==> src/rtl/conv_result_writer_if.sv <==
// Valid/ready write port from the conv result writer to the output feature-map buffer.
// The master drives beat address/data/valid; the slave returns ready.
interface conv_result_writer_if #(
  parameter int unsigned ADDR_WIDTH = 16,
  parameter int unsigned DATA_WIDTH = 72
);
  logic [ADDR_WIDTH-1:0] addr;
  logic [DATA_WIDTH-1:0] data;
  logic                  valid;
  logic                  ready;

  modport master (
    output addr,
    output data,
    output valid,
    input  ready
  );

  modport slave (
    input  addr,
    input  data,
    input  valid,
    output ready
  );
endinterface

==> src/rtl/conv_result_writer.sv <==
// Conv result drain: buffers un-throttled result words, splits them into write beats with
// row/column address generation. Define CONV_WB_RELU_EN to clamp negative channels to zero.
module conv_result_writer #(
  parameter int unsigned CONV_OUT_NUM   = 18,
  parameter int unsigned DATA_WIDTH     = 8,
  parameter int unsigned MEM_DATA_WIDTH = 72,
  parameter int unsigned ADDR_WIDTH     = 16,
  parameter int unsigned DIM_WIDTH      = 9,
  parameter int unsigned FIFO_DEPTH     = 16
) (
  input  logic                                clk,
  input  logic                                rstn,
  input  logic [CONV_OUT_NUM*DATA_WIDTH-1:0]  res_data_in,
  input  logic                                res_valid_in,
  input  logic                                start,
  input  logic [ADDR_WIDTH-1:0]               cfg_base_addr,
  input  logic [ADDR_WIDTH-1:0]               cfg_row_stride,
  input  logic [DIM_WIDTH-1:0]                cfg_cols,
  input  logic [DIM_WIDTH-1:0]                cfg_rows,
  conv_result_writer_if.master                mem_wr,
  output logic                                busy,
  output logic                                frame_done,
  output logic                                overflow
);

  localparam int unsigned WordWidth = CONV_OUT_NUM * DATA_WIDTH;
  localparam int unsigned Beats     = WordWidth / MEM_DATA_WIDTH;
  localparam int unsigned BeatW     = (Beats > 1) ? $clog2(Beats) : 1;
  localparam int unsigned PtrW      = $clog2(FIFO_DEPTH);
  localparam int unsigned OccW      = PtrW + 2;
  localparam int unsigned EntryW    = ADDR_WIDTH + WordWidth;

  typedef enum logic [1:0] {StIdle, StRun, StDrain, StDone} state_e;

  state_e                 state_q, state_d;
  logic [ADDR_WIDTH-1:0]  stride_q;
  logic [DIM_WIDTH-1:0]   cols_q, rows_q;
  logic [DIM_WIDTH-1:0]   in_col_q, in_row_q;
  logic [ADDR_WIDTH-1:0]  in_row_start_q, in_pix_addr_q;

  logic [EntryW-1:0]      fifo_mem [FIFO_DEPTH];
  logic [PtrW-1:0]        wr_ptr_q, rd_ptr_q;
  logic [OccW-1:0]        count_q, count_d;
  logic                   full_q, full_d;

  logic [WordWidth-1:0]   out_word_q;
  logic [ADDR_WIDTH-1:0]  out_addr_q;
  logic [BeatW-1:0]       beat_q;
  logic                   out_valid_q, out_valid_d;
  logic                   overflow_q, frame_done_q;

  logic                   start_acc, push_evt, push_ok, pop, hs, last_beat, fifo_empty;
  logic                   last_col, last_pixel;
  logic [ADDR_WIDTH-1:0]  rd_addr;
  logic [WordWidth-1:0]   rd_word, relu_word;

  assign start_acc  = (state_q == StIdle) && start;
  assign push_evt   = (state_q == StRun) && res_valid_in;
  assign push_ok    = push_evt && !full_q;
  assign fifo_empty = (count_q == '0);
  assign hs         = out_valid_q && mem_wr.ready;
  assign last_beat  = (beat_q == BeatW'(Beats - 1));
  assign pop        = !fifo_empty && (!out_valid_q || (hs && last_beat));
  assign last_col   = (in_col_q == cols_q - DIM_WIDTH'(1));
  assign last_pixel = last_col && (in_row_q == rows_q - DIM_WIDTH'(1));

  assign {rd_addr, rd_word} = fifo_mem[rd_ptr_q];

`ifdef CONV_WB_RELU_EN
  always_comb begin
    relu_word = rd_word;
    for (int unsigned i = 0; i < CONV_OUT_NUM; i++) begin
      if (rd_word[i*DATA_WIDTH+DATA_WIDTH-1]) begin
        relu_word[i*DATA_WIDTH +: DATA_WIDTH] = '0;
      end
    end
  end
`else
  assign relu_word = rd_word;
`endif

  always_comb begin
    state_d = state_q;
    unique case (state_q)
      StIdle: begin
        if (start) begin
          state_d = (cfg_cols == '0 || cfg_rows == '0) ? StDone : StRun;
        end
      end
      StRun: begin
        if (push_evt && last_pixel) state_d = StDrain;
      end
      StDrain: begin
        if (fifo_empty && (!out_valid_q || (hs && last_beat))) state_d = StDone;
      end
      StDone: state_d = StIdle;
      default: state_d = StIdle;
    endcase
  end

  // Occupancy counts the word held in the output register, so FIFO_DEPTH words are
  // absorbed in total before the full flag drops input.
  always_comb begin
    count_d = count_q + OccW'(push_ok) - OccW'(pop);
    out_valid_d = out_valid_q;
    if (pop) begin
      out_valid_d = 1'b1;
    end else if (hs && last_beat) begin
      out_valid_d = 1'b0;
    end
    full_d = ((count_d + OccW'(out_valid_d)) >= OccW'(FIFO_DEPTH));
  end

  always_ff @(posedge clk) begin
    if (push_ok) begin
      fifo_mem[wr_ptr_q] <= {in_pix_addr_q, res_data_in};
    end
  end

  always_ff @(posedge clk) begin
    if (!rstn) begin
      state_q        <= StIdle;
      stride_q       <= '0;
      cols_q         <= '0;
      rows_q         <= '0;
      in_col_q       <= '0;
      in_row_q       <= '0;
      in_row_start_q <= '0;
      in_pix_addr_q  <= '0;
      wr_ptr_q       <= '0;
      rd_ptr_q       <= '0;
      count_q        <= '0;
      full_q         <= 1'b0;
      out_word_q     <= '0;
      out_addr_q     <= '0;
      beat_q         <= '0;
      out_valid_q    <= 1'b0;
      overflow_q     <= 1'b0;
      frame_done_q   <= 1'b0;
    end else begin
      state_q <= state_d;
      if (start_acc) begin
        stride_q       <= cfg_row_stride;
        cols_q         <= cfg_cols;
        rows_q         <= cfg_rows;
        in_col_q       <= '0;
        in_row_q       <= '0;
        in_row_start_q <= cfg_base_addr;
        in_pix_addr_q  <= cfg_base_addr;
        overflow_q     <= 1'b0;
      end else if (push_evt) begin
        // Dropped words still advance the pixel position, leaving a hole in the map.
        if (full_q) overflow_q <= 1'b1;
        if (last_col) begin
          in_col_q       <= '0;
          in_row_q       <= in_row_q + DIM_WIDTH'(1);
          in_row_start_q <= in_row_start_q + stride_q;
          in_pix_addr_q  <= in_row_start_q + stride_q;
        end else begin
          in_col_q      <= in_col_q + DIM_WIDTH'(1);
          in_pix_addr_q <= in_pix_addr_q + ADDR_WIDTH'(Beats);
        end
      end
      wr_ptr_q    <= wr_ptr_q + PtrW'(push_ok);
      rd_ptr_q    <= rd_ptr_q + PtrW'(pop);
      count_q     <= count_d;
      full_q      <= full_d;
      out_valid_q <= out_valid_d;
      if (pop) begin
        out_word_q <= relu_word;
        out_addr_q <= rd_addr;
        beat_q     <= '0;
      end else if (hs && !last_beat) begin
        out_addr_q <= out_addr_q + ADDR_WIDTH'(1);
        beat_q     <= beat_q + BeatW'(1);
      end
      frame_done_q <= (state_q == StDone);
    end
  end

  always_comb begin
    mem_wr.data = '0;
    for (int unsigned b = 0; b < Beats; b++) begin
      if (beat_q == BeatW'(b)) mem_wr.data = out_word_q[b*MEM_DATA_WIDTH +: MEM_DATA_WIDTH];
    end
  end

  assign mem_wr.addr  = out_addr_q;
  assign mem_wr.valid = out_valid_q;
  assign busy         = (state_q == StRun) || (state_q == StDrain);
  assign frame_done   = frame_done_q;
  assign overflow     = overflow_q;

endmodule
==> src/flat_wrapper.sv <==
// flat-port wrapper written by rule: the top's interface ports become plain ports
module conv_result_writer_flat 
#(
  parameter int unsigned CONV_OUT_NUM   = 18,
  parameter int unsigned DATA_WIDTH     = 8,
  parameter int unsigned MEM_DATA_WIDTH = 72,
  parameter int unsigned ADDR_WIDTH     = 16,
  parameter int unsigned DIM_WIDTH      = 9,
  parameter int unsigned FIFO_DEPTH     = 16
)
  (clk, rstn, res_data_in, res_valid_in, start, cfg_base_addr, cfg_row_stride, cfg_cols, cfg_rows, busy, frame_done, overflow, mem_wr_addr, mem_wr_data, mem_wr_valid, mem_wr_ready);
  conv_result_writer_if #(.ADDR_WIDTH(ADDR_WIDTH), .DATA_WIDTH(DATA_WIDTH)) mem_wr_i ();
  input  logic clk;
  input  logic rstn;
  input  logic [CONV_OUT_NUM*DATA_WIDTH-1:0] res_data_in;
  input  logic res_valid_in;
  input  logic start;
  input  logic [ADDR_WIDTH-1:0] cfg_base_addr;
  input  logic [ADDR_WIDTH-1:0] cfg_row_stride;
  input  logic [DIM_WIDTH-1:0] cfg_cols;
  input  logic [DIM_WIDTH-1:0] cfg_rows;
  output logic busy;
  output logic frame_done;
  output logic overflow;
  output wire logic [$bits(mem_wr_i.addr)-1:0] mem_wr_addr;
  output wire logic [$bits(mem_wr_i.data)-1:0] mem_wr_data;
  output wire logic [$bits(mem_wr_i.valid)-1:0] mem_wr_valid;
  input wire logic [$bits(mem_wr_i.ready)-1:0] mem_wr_ready;
  assign mem_wr_addr = mem_wr_i.addr;
  assign mem_wr_data = mem_wr_i.data;
  assign mem_wr_valid = mem_wr_i.valid;
  assign mem_wr_i.ready = mem_wr_ready;
  conv_result_writer #(.CONV_OUT_NUM(CONV_OUT_NUM), .DATA_WIDTH(DATA_WIDTH), .MEM_DATA_WIDTH(MEM_DATA_WIDTH), .ADDR_WIDTH(ADDR_WIDTH), .DIM_WIDTH(DIM_WIDTH), .FIFO_DEPTH(FIFO_DEPTH)) u_core (.clk(clk), .rstn(rstn), .res_data_in(res_data_in), .res_valid_in(res_valid_in), .start(start), .cfg_base_addr(cfg_base_addr), .cfg_row_stride(cfg_row_stride), .cfg_cols(cfg_cols), .cfg_rows(cfg_rows), .mem_wr(mem_wr_i), .busy(busy), .frame_done(frame_done), .overflow(overflow));
endmodule
==> config.mk <==
export PLATFORM = sky130hd
export DESIGN_NAME = conv_result_writer_flat
export DESIGN_NICKNAME = d
export VERILOG_FILES = /design/src/rtl/conv_result_writer_if.sv /design/src/rtl/conv_result_writer.sv /design/src/flat_wrapper.sv
export SDC_FILE = /design/constraint.sdc
export NUM_CORES = 1
export LEC_CHECK = 0
export CAP_MARGIN = 20
export CORE_UTILIZATION = 40
export CTS_CLUSTER_DIAMETER = 40
export DETAILED_ROUTE_END_ITERATION = 6
export PLACE_DENSITY = 0.65
export SLEW_MARGIN = 10
export SYNTH_ARGS = -nofsm -noshare
export SYNTH_HDL_FRONTEND = slang
export SYNTH_SLANG_ARGS = --single-unit
==> constraint.sdc <==
create_clock -name clk -period 8.15 [get_ports clk]
set_input_delay 1.2225 -clock clk [delete_from_list [all_inputs] [get_ports clk]]
set_output_delay 1.2225 -clock clk [all_outputs]
set_load 0.05 [all_outputs]
==> out/qor.csv <==
metric;value;unit
place.gp.congestion;0.829;
ir_worst_vdd;0.000183;V
hold_viol_final;0;
rrSetupSlack;4.24;ns
cts_buffer_depth;3;
design.die.area;0.0675;mm^2
clock_sinks;649;
syn_to_final_growth;17.0;%
gr-usage-met1;0.242;
io_pins;227;
grt_use_total;0.178;
syn_area;0.0266;mm^2
critPathRequiredTime;8.39;ns
max-cap-violations;0;
cts_setup_buffers;0;
clock.fmax;250;MHz
cp-end-kind;flip-flop;
antenna_found_initial;1;
root_buffer;clkbuf_16;
dp_slack;3.55;ns
synthCells;1659;
synth-edff-count;512;
setup_viol;0;
hold_class;flip-flop to flip-flop;
postRouteAntennaNets;0;
crit_arrival;4.24;ns
clk_pin_slew;0.06;ns
num_antenna_cells;0;
met2_usage;0.299;
wl;59800;um
syn_avg_cell_area;16.0;um^2
viasPerCell;5.54;
power;9.64;mW
drt-pass1-iter-count;7;
cp_max_fo;18;
core;0.0657;mm^2
grt_max_degree;88;
cts_tree;built;
vias;14980;
worstMarginPinSlew;1.12;ns
ctsResizeCount;0;
fin_crit;4.00;ns
drc_errors;0;
ys_seq_elements;649;
synth_nets;1896;
grt_pass1_wl;90700;um
cts_buffers;74;
n_fill_cell;5409;
hold_buffers;0;
grt_overflow;0;
finalNonFillerCells;2703;
seq_area_frac_synth;0.681;
drv_slew;0;
start_util;0.404;
grt_pass1_vias;15077;
dp.cells;2565;
synth_flop_cell;edfxtp_1;
async_reset_ff_frac;0;
grt_busiest_layer;met2;
holdWs;0.453;ns
insertion_delay;0.61;ns
rsz0062_at_grt;no;
synth_cell_types;71;
crit_type;primary input to flip-flop;
first_iter_violations;1376;
period_share;0.490;
cp_slowest_cell;nor2_4;
place_hpwl;34100;um
path_cells;clkdlybuf4s50_1, nand2_1, nor2_1, nand3_1, nor2_4, buf_4;
critPathMaxStageDelay;0.67;ns
die_w;260;um
p_per_area;310;mW/mm^2
setup_ws;4.15;ns
yosys_warnings;0;
numPortBuffers;98;
startpoint_type;primary input;
finalClockSkew;0.0304;ns
htreeDepth;3;
finalSetupTns;0;ns
outcome;complete, no violations;
wl_per_cell;22.1;um
relSlewSlack;0.253;
drive_gt1_frac;0.187;
leakage;10.0;nW
fin_nets;2014;
grt_util_met3;0.0268;
die_h;260;um
rows;94;
cell usage after synthesis, drive strengths merged, types with 7 or more instances:
cell    count  share of area
a21oi      97          0.018
edfxtp    512           0.58
xor2       34          0.011
nand4      13         0.0033
xnor2      30         0.0099
a21o        8         0.0023
nor2       85          0.012
nor3       23         0.0048
a31oi      14         0.0033
or3        10         0.0024
and3        8         0.0019
clkbuf     61         0.0086
mux2        8         0.0034
o211ai      7         0.0020
a311oi      9         0.0030
o21ai      44         0.0083
dfxtp     137           0.10
nand2     171          0.024
a211oi     13         0.0037
mux4      160           0.14
nor4        9         0.0021
buf        24         0.0040
nand2b      9         0.0021
and2       15         0.0035
nor2b       8         0.0019
ha         36          0.017
inv        24         0.0034
nand3      25         0.0047
cell families after synthesis:
family | Yosys count | synth area share
XOR/XNOR | 64 | 0.0211
AND/OR/NAND/NOR | 390 | 0.0676
AO/OA/AOI/OAI | 235 | 0.0542
multiplexers | 174 | 0.141
buffers and inverters | 109 | 0.0160
flip-flops | 649 | 0.681
adder cells (fa/ha/maj) | 38 | 0.0184
final cells by class:
| cell class | count | area [um^2] | area share |
|---|---|---|---|
| tap | 864 | 1080 | 0.0347 |
| timing repair buffer | 127 | 1210 | 0.0389 |
| clock buffer | 100 | 2040 | 0.0656 |
| inverter | 24 | 90.1 | 0.00290 |
| clock inverter | 38 | 403 | 0.0129 |
| sequential | 649 | 18100 | 0.583 |
| multi-input combinational | 901 | 8160 | 0.262 |
per-stage QoR:
step	utilization	instance area, um^2
after floorplan	-	26600
after global placement	0.436	28700
after detailed placement	0.436	28700
after CTS	0.473	31100
after global routing	0.473	31100
final	0.473	31100
report_power, final:
| part | leakage [nW] | switching (mW) | total (mW) | internal [mW] |
|---|---|---|---|---|
| Sequential | 5.77 | 0.309 | 4.13 | 3.82 |
| Combinational | 3.05 | 1.18 | 2.24 | 1.05 |
| Clock | 1.18 | 1.32 | 3.27 | 1.94 |
metal layers:
metal	routed length, um	part of all wire
met5	0	0
met4	946	0.016
met3	3290	0.055
met2	30100	0.50
met1	25400	0.43
registers in the layout, indices dropped and copies added, names as in the netlist:
name / count
u_core.mem_wr.addr: 16
u_core.in_row_start_q: 16
u_core.rows_q: 9
u_core.in_pix_addr_q: 16
u_core.count_q: 6
u_core.frame_done: 1
u_core.mem_wr.valid: 1
u_core.state_q: 2
u_core.cols_q: 9
u_core.in_row_q: 9
u_core.overflow: 1
u_core.rd_ptr_q: 4
u_core.fifo_mem: 512
u_core.wr_ptr_q: 4
u_core.out_word_q: 16
u_core.in_col_q: 9
u_core.full_q: 1
u_core.stride_q: 16
u_core.beat_q: 1
worst paths after layout:
check / from / end / cells after the start
setup / recovery: res_valid_in / u_core.fifo_mem[15][145]$_DFFE_PP_ / 6
hold / removal: u_core.out_word_q[7]$_SDFFE_PN0P_ / u_core.out_word_q[7]$_SDFFE_PN0P_ / 2
setup reg to reg: u_core.cols_q[0]$_SDFFE_PN0P_ / u_core.in_col_q[8]$_SDFFE_PP0N_ / 10
hold reg to reg: u_core.out_word_q[7]$_SDFFE_PN0P_ / u_core.out_word_q[7]$_SDFFE_PN0P_ / 2
layout by cell type (no fill, tap or decap), drive strengths merged, types with 6 or more instances in the layout:
cell / Yosys / layout
clkinv: 0 / 20
mux2i: 6 / 6
o21ai: 44 / 44
inv: 24 / 33
nor2b: 8 / 8
dfxtp: 137 / 137
mux4: 160 / 160
nand2b: 9 / 9
xnor2: 30 / 30
clkbuf: 61 / 100
or3: 10 / 10
buf: 24 / 29
nor4: 9 / 9
nand3: 25 / 25
edfxtp: 512 / 512
a311oi: 9 / 9
a21o: 8 / 8
a211oi: 13 / 13
clkdlybuf4s50: 0 / 98
nor3: 23 / 23
nand2: 171 / 171
nand4: 13 / 13
and3: 8 / 8
xor2: 34 / 34
a21oi: 97 / 97
nor2: 85 / 85
and2: 15 / 15
o211ai: 7 / 7
a31oi: 14 / 14
mux2: 8 / 8
ha: 36 / 36
worst max-delay path, delay by kind of cell:
| family | cells | cell delay, ns |
|---|---|---|
| and+or+nand+nor | 4 | 1.91 |
| buffers and inverters | 2 | 1.05 |
Power figures use the tool's default switching activity.
